**config.mk**
```make
export PLATFORM = sky130hd
export DESIGN_NAME = dffrs_pipe
export DESIGN_NICKNAME = d
export VERILOG_FILES = /design/src/rtl/dffrs_pipe_stage.sv /design/src/rtl/dffrs_pipe.sv
export SDC_FILE = /design/constraint.sdc
export NUM_CORES = 1
export LEC_CHECK = 0
export CORE_ASPECT_RATIO = 1.2
export CORE_MARGIN = 10
export CORE_UTILIZATION = 48
export CTS_CLUSTER_DIAMETER = 50
export CTS_CLUSTER_SIZE = 40
export DETAILED_ROUTE_END_ITERATION = 16
export DONT_BUFFER_PORTS = 1
export HOLD_SLACK_MARGIN = 0.06
export PLACE_DENSITY = 0.66
export SYNTH_ARGS = -nofsm -noshare
export SYNTH_HDL_FRONTEND = slang
export SYNTH_SLANG_ARGS = --single-unit
```
**constraint.sdc**
```tcl
create_clock -name clk -period 1.25 [get_ports clk]
set_input_delay 0.25 -clock clk [delete_from_list [all_inputs] [get_ports clk]]
set_output_delay 0.25 -clock clk [all_outputs]
set_load 0.02 [all_outputs]
```
**src/rtl/dffrs_pipe_stage.sv**
```systemverilog
// One register slice of dffrs_pipe: a data/valid pair with a local ready term.
// A stage loads when it is empty or when the stage after it is moving.
module dffrs_pipe_stage #(
  parameter int                    DATA_WIDTH = 16,
  parameter logic [DATA_WIDTH-1:0] RST_VAL    = {DATA_WIDTH{1'b1}}
) (
  input  logic                  clk,
  input  logic                  rstn,
  input  logic                  flush,
  input  logic                  up_valid,
  input  logic [DATA_WIDTH-1:0] up_data,
  input  logic                  dn_ready,
  output logic                  rdy,
  output logic                  q_valid,
  output logic [DATA_WIDTH-1:0] q_data
);

  // An empty stage accepts even while downstream is stalled, so bubbles collapse.
  assign rdy = !q_valid | dn_ready;

  always_ff @(posedge clk or negedge rstn) begin
    if (!rstn) begin
      q_valid <= 1'b0;
      q_data  <= RST_VAL;
    end else if (flush) begin
      q_valid <= 1'b0;
      q_data  <= RST_VAL;
    end else if (rdy) begin
      q_valid <= up_valid;
      if (up_valid) begin
        q_data <= up_data;
      end
    end
  end

endmodule

```
**src/rtl/dffrs_pipe.sv**
```systemverilog
// Multi-stage valid/ready register pipeline with async reset, synchronous flush
// and a registered occupancy count.
module dffrs_pipe #(
  parameter int                    DATA_WIDTH = 16,
  parameter int                    DEPTH      = 2,
  parameter logic [DATA_WIDTH-1:0] RST_VAL    = {DATA_WIDTH{1'b1}},
  localparam int                   CNT_W      = $clog2(DEPTH + 1)
) (
  input  logic                  clk,
  input  logic                  rstn,
  input  logic                  flush,
  input  logic                  in_valid,
  input  logic [DATA_WIDTH-1:0] in_data,
  output logic                  in_ready,
  output logic                  out_valid,
  output logic [DATA_WIDTH-1:0] out_data,
  input  logic                  out_ready,
  output logic [CNT_W-1:0]      occupancy
);

  logic [DEPTH-1:0]      vld;
  logic                  rdy  [DEPTH];
  logic [DATA_WIDTH-1:0] data [DEPTH];

  genvar gi;
  generate
    for (gi = 0; gi < DEPTH; gi++) begin : g_stage
      logic                  up_v;
      logic [DATA_WIDTH-1:0] up_d;
      logic                  dn_r;

      if (gi == 0) begin : g_head
        assign up_v = in_valid;
        assign up_d = in_data;
      end else begin : g_body
        assign up_v = vld[gi-1];
        assign up_d = data[gi-1];
      end

      if (gi == DEPTH - 1) begin : g_tail
        assign dn_r = out_ready;
      end else begin : g_mid
        assign dn_r = rdy[gi+1];
      end

      dffrs_pipe_stage #(
        .DATA_WIDTH (DATA_WIDTH),
        .RST_VAL    (RST_VAL)
      ) u_stage (
        .clk      (clk),
        .rstn     (rstn),
        .flush    (flush),
        .up_valid (up_v),
        .up_data  (up_d),
        .dn_ready (dn_r),
        .rdy      (rdy[gi]),
        .q_valid  (vld[gi]),
        .q_data   (data[gi])
      );
    end
  endgenerate

  assign in_ready  = rdy[0] & !flush;
  assign out_valid = vld[DEPTH-1];
  assign out_data  = data[DEPTH-1];

  logic in_acc;
  logic out_xfer;

  assign in_acc   = in_valid & in_ready;
  assign out_xfer = out_valid & out_ready;

  // Tracks popcount(vld) incrementally rather than recounting every cycle.
  always_ff @(posedge clk or negedge rstn) begin
    if (!rstn) begin
      occupancy <= '0;
    end else if (flush) begin
      occupancy <= '0;
    end else if (in_acc && !out_xfer) begin
      occupancy <= occupancy + 1'b1;
    end else if (!in_acc && out_xfer) begin
      occupancy <= occupancy - 1'b1;
    end
  end

`ifndef SYNTHESIS
  always_ff @(posedge clk) begin
    if (rstn) begin
      assert (occupancy == CNT_W'($countones(vld)));
    end
  end
`endif

endmodule

```
# --- Yosys cells after proc, flatten, opt, wreduce, memory -nomap -nowiden ---
# Index checks and enable logic that the tools add are counted.
totals:
  regBits: 36
  input_bits: 21
  output_inout_bits: 20
  elab_cells: 39
classes:
  add_sub_neg: 2
  n_mux: 13
  bitwise_logic: 5
  n_reduce_logical: 14
ops:
  columns: ["op", "n"]
  rows:
  - ["two-way mux 16 bit", 6]
  - ["nonzero test 2 bit", 4]
  - ["two-way mux 2 bit", 3]
  - ["logical NOT 1 bit", 5]
  - ["two-way mux 1 bit", 4]
  - ["AND reduction 2 bit", 2]
  - ["AND 1 bit", 3]
  - ["nonzero test 3 bit", 1]
  - ["adder 2 x 1 -> 2 bit, second input constant", 1]
  - ["logical AND 1 bit", 2]
  - ["OR 1 bit", 2]
  - ["subtractor 2 x 1 -> 2 bit, second input constant", 1]

# --- Logic depth before layout (Yosys ltp) ---
logic_depth:
  ltp_word: 10
  depth_mapped: 5
  ltp_nobuf: 3

# --- Cells and area by module ---
# A second synthesis with hierarchy kept.
unflattened:
  cells_unflattened: 135
  area_unflattened_um2: 1671.6
by_module_without_submodules:
  columns: ["module", "n_inst", "cells_per_inst", "area_each_um2", "seq_area_each_um2"]
  rows:
  - ["dffrs_pipe_stage", 2, 59, 759.5, 445.4]
  - ["dffrs_pipe", 1, 17, 152.6, 50.0]

# --- Worst setup path after synthesis ---
# No wires, ideal clock.
synth_timing:
  path_type: "reg-to-output"
  startpoint: "reg g_stage[1].u_stage.q_valid"
  endpoint: "out in_ready"
  arrival_time_ps: 1289
  required_ps: 1000
  path_slack_ps: -289
  path_stages_with_launch: 4
  path_cell_list: "dfrtp_1 and2b_1 clkbuf_2 a21oi_1"
synth_via:
  elab_chain_len: 4
synth_lines:
  columns: ["item", "line", "rtl"]
  rows:
  - ["from (decl)", "dffrs_pipe_stage.sv:14", "output logic q_valid,"]
  - ["from (signal assigned)", "dffrs_pipe_stage.sv:29", "q_valid <= up_valid;"]
  - ["logical NOT 1 bit", "dffrs_pipe_stage.sv:19", "assign rdy = !q_valid | dn_ready;"]
  - ["OR 1 bit (2 in series)", "dffrs_pipe_stage.sv:19", null]
  - ["AND 1 bit", "dffrs_pipe.sv:63", "assign in_ready = rdy[0] & !flush;"]
  - ["to (decl)", "dffrs_pipe.sv:14", "output logic in_ready,"]
# Every way passes these cells.

# --- Worst setup path in the final report ---
layout_timing:
  startpoint: "reg g_stage[1].u_stage.q_valid"
  endpoint: "reg occupancy[1]"
layout_via:
  elab_chain_len: 8
layout_lines:
  columns: ["item", "line", "rtl"]
  rows:
  - ["logical NOT 1 bit", "dffrs_pipe_stage.sv:19", null]
  - ["OR 1 bit (2 in series)", "dffrs_pipe_stage.sv:19", null]
  - ["AND 1 bit", "dffrs_pipe.sv:63", null]
  - ["AND 1 bit", "dffrs_pipe.sv:70", "assign in_acc = in_valid & in_ready;"]
  - ["logical AND 1 bit / logical NOT 1 bit (equally long branches)", "dffrs_pipe.sv:79, dffrs_pipe.sv:81", null]
  - ["two-way mux 2 bit / logical AND 1 bit (equally long branches)", "dffrs_pipe.sv:79, dffrs_pipe.sv:81", null]
  - ["two-way mux 2 bit / nonzero test 3 bit (equally long branches)", null, null]
  - ["to (signal assigned)", "dffrs_pipe.sv:80", "occupancy <= occupancy + 1'b1;"]
  - ["to (signal assigned)", "dffrs_pipe.sv:82", "occupancy <= occupancy - 1'b1;"]
  - ["to (decl)", "dffrs_pipe.sv:18", "output logic [CNT_W-1:0] occupancy"]
# Parallel ways exist; a longest one is shown, timed or not.
# A chain may end at the register's enable or synchronous reset.

==> metrics.md <==
| Metric | Value |
|---|---|
| Outcome | `complete, but fails checks` |
| CP max-delay cell | `dfrtp_2` |
| Antenna diodes | `0` |
| Fmax | `~700 MHz` |
| RSZ-0062 raised after global routing | `yes` |
| CTS Root Cell | `clkbuf_4` |
| Die height | `~80 µm` |
| Placer congestion estimate | `between 0.7 and 0.8` |
| Crit-path max FO | `6` |
| Number of port buffers | `0` |
| Post-place instance area | `~1600 µm²` |
| Vias in the first global route | `between 1k and 1.5k` |
| Drt wl/cell | `between 15 and 20 µm` |
| Crit path cell chain | `buf_4 -> and4bb_2 -> a31oi_1 -> mux2_2` |
| Critical path class | `flop to flop` |
| Slew HR | `between 80% and 90%` |
| GR Overflow Total | `0` |
| CTS buffer count | `5` |
| Reg2Reg Setup Slack | `-150 ps` |
| Worst-skew pair later-pin latency | `~330 ps` |
| Hold WS | `159.2 ps` |
| Post-synth EDFFs | `0` |
| Crit path max-delay family | `flip-flops` |
| Effective utilization at floorplan | `between 50% and 60%` |
| Clock transition at the registers of the reported paths | `~100 ps` |
| Failing checks | `setup timing` |
| Fin Setup TNS | `-404.0 ps` |
| Crit path required time | `about 1500 ps` |
| Slew Limit Fails | `0` |
| GRT Overall Usage | `roughly 12%` |
| CP Capture Type | `flop` |
| Startpoint types | `flop` |
| #FFs+latches synth | `36` |
| First-pass GRT wire length | `approximately 5700 µm` |
| Max incr delay on CP | `~420 ps` |
| P per Cell Area | `between 1000 and 1500 nW/µm²` |
| Largest net degree at the start of global routing | `37` |
| Final setup fails | `4` |
| Synth Area per Inst | `11.71 µm²` |
| Min-delay worst type | `input pin to flop` |
| Crit path arrival time | `1620 ps` |
| Cell variety after synth | `24` |
| Core outline area | `between 3000 and 4000 µm²` |
| Boundary pin count | `41` |
| Fraction of layout cells with a size suffix above 1 | `between 40% and 50%` |
| Setup ws final | `-145.2 ps` |
| FP Rows | `22` |
| Final period util | `111.6%` |
| Nets@finish | `184` |
| Final Hold Vio Count | `0` |
| Filler cell count | `240` |
| Most frequent cells in the layout | `32 x nand3_1, 32 x dfstp_2, 19 x dlygate4sd3_1, 16 x o22a_1, 13 x o21ai_0` |
| Syn nets | `153` |
| Post-route ant nets | `0` |
| Clock sinks | `36` |
| Die area | `roughly 5900 µm²` |
| Pwr Total | `2.359 mW` |
| Min Clock Period, post-route | `~1400 ps` |
| CTS max path bufs | `2` |
| Worst slew pin tran | `243.4 ps` |
| Critical path buffer and inverter count | `1` |
| Vias | `1,171` |
| Avg Vias per Cell | `between 5 and 6` |
| Chip Width | `71.80 µm` |
| Synthesis Warnings | `0` |
| WL final | `between 3000 and 4000 µm` |
| DRT iter0 DRCs | `roughly 100` |
| Placed wire-length estimate | `about 2400 µm` |
| Seq/Total Area, Yosys | `60.89%` |
| First-pass DRT Iterations | `4` |
| Ys async rst share | `100.0%` |
| Syn Inst Count | `132` |
| Maximum vdd drop | `approximately 0.86 mV` |
| Mapped Area | `1545 µm²` |
| Clk_skew | `2.461 ps` |
| Initial antenna violation count | `0` |
| DRC violations left | `0` |
| Final Cell Area | `slightly below 2000 µm²` |
| P&R area growth vs syn | `26.88%` |
| P_leak | `just under 0.8 nW` |
| H-tree Lvls | `2` |
| CTS tree | `yes` |
| Most used DFF post-synth | `dfstp_2` |
| Max cap viols | `0` |
[final timing paths]
kind                                              start                             to  depth (start not counted)
max                          g_stage[1].u_stage.q_valid                   occupancy[1]                          4
min                                               flush                   occupancy[1]                          2
max reg2reg                  g_stage[1].u_stage.q_valid                   occupancy[1]                          4
min reg2reg                g_stage[0].u_stage.q_data[6]   g_stage[1].u_stage.q_data[6]                          2
max in group asynchronous                          rstn  g_stage[0].u_stage.q_data[12]                          2
min in group asynchronous                          rstn     g_stage[1].u_stage.q_valid                          2
[registers in the layout, indices dropped and copies added (netlist names)]
register	count
g_stage.u_stage.q_valid	2
occupancy	2
g_stage.u_stage.q_data	32
[report_power, final]
part           total [mW]  leakage, nW  internal [mW]  switching (mW)
Combinational       0.330        0.353          0.169           0.162
Clock               0.636       0.0380          0.268           0.368
Sequential           1.39        0.387           1.29          0.0989
Total                2.36        0.779           1.73           0.629
[routing by layer]
metal / GRT usage, % / share of wire [%] / vias to the layer above
li1: - / - / 547
met1: 14.15 / 43 / 575
met2: 18.55 / 46 / 42
met3: 7.279 / 9.9 / 7
met4: 4.264 / 1.5 / 0
met5: 0 / 0 / -
[per-stage QoR]
| step | cells | setup slack [ps] | util, % |
|---|---|---|---|
| floorplan | 132 | -59.80 | - |
| global placement | 163 | -15.06 | 51.38 |
| detailed placement | 163 | -24.07 | 51.38 |
| CTS | 194 | -169.3 | 61.44 |
| global route | 200 | -187.2 | 63.60 |
| finish | 200 | -145.2 | 63.60 |
[Yosys cell counts, drive strengths merged, types with 2 or more instances]
cell type	count	area, µm²
nand3	33	170.2
dfstp	32	840.8
o21ai	17	85.08
o22a	16	140.1
buf	6	42.54
a21oi	4	20.02
clkbuf	4	16.26
dfrtp	4	100.1
inv	3	11.26
mux2	2	22.52
nor2	2	7.510
nor2b	2	12.51
[logic make-up (layout without fill, tap and decap cells)]
| family | after synthesis | in the layout | synth area share, % |
|---|---|---|---|
| mux | 2 | 2 | 1.457 |
| compound gates | 39 | 40 | 17.25 |
| simple gates | 42 | 42 | 15.87 |
| flops | 36 | 36 | 60.89 |
| buf+inv | 13 | 44 | 4.534 |
[area by class of cell]
class / instances / area [µm²] / area share, %
multi-input cells: 84 / 581.8 / 29.67
inverters: 3 / 13.76 / 0.7020
flip-flops and latches: 36 / 943.4 / 48.12
clock buffers: 6 / 51.30 / 2.616
repair buffers: 33 / 315.3 / 16.08
clock inverters: 2 / 10.01 / 0.5105
well taps: 36 / 45.04 / 2.297
[timing repair]
item                                    in CTS  in global routing
pin swaps                                    1                  3
endpoints found under the setup margin       2                  7
buffers inserted                             3                  5
gates cloned                                 0                  1
hold buffers                                20                  0
endpoints found under the hold margin       54                  0
resized for setup                            4                  8
(Power assumes the default switching activity.)
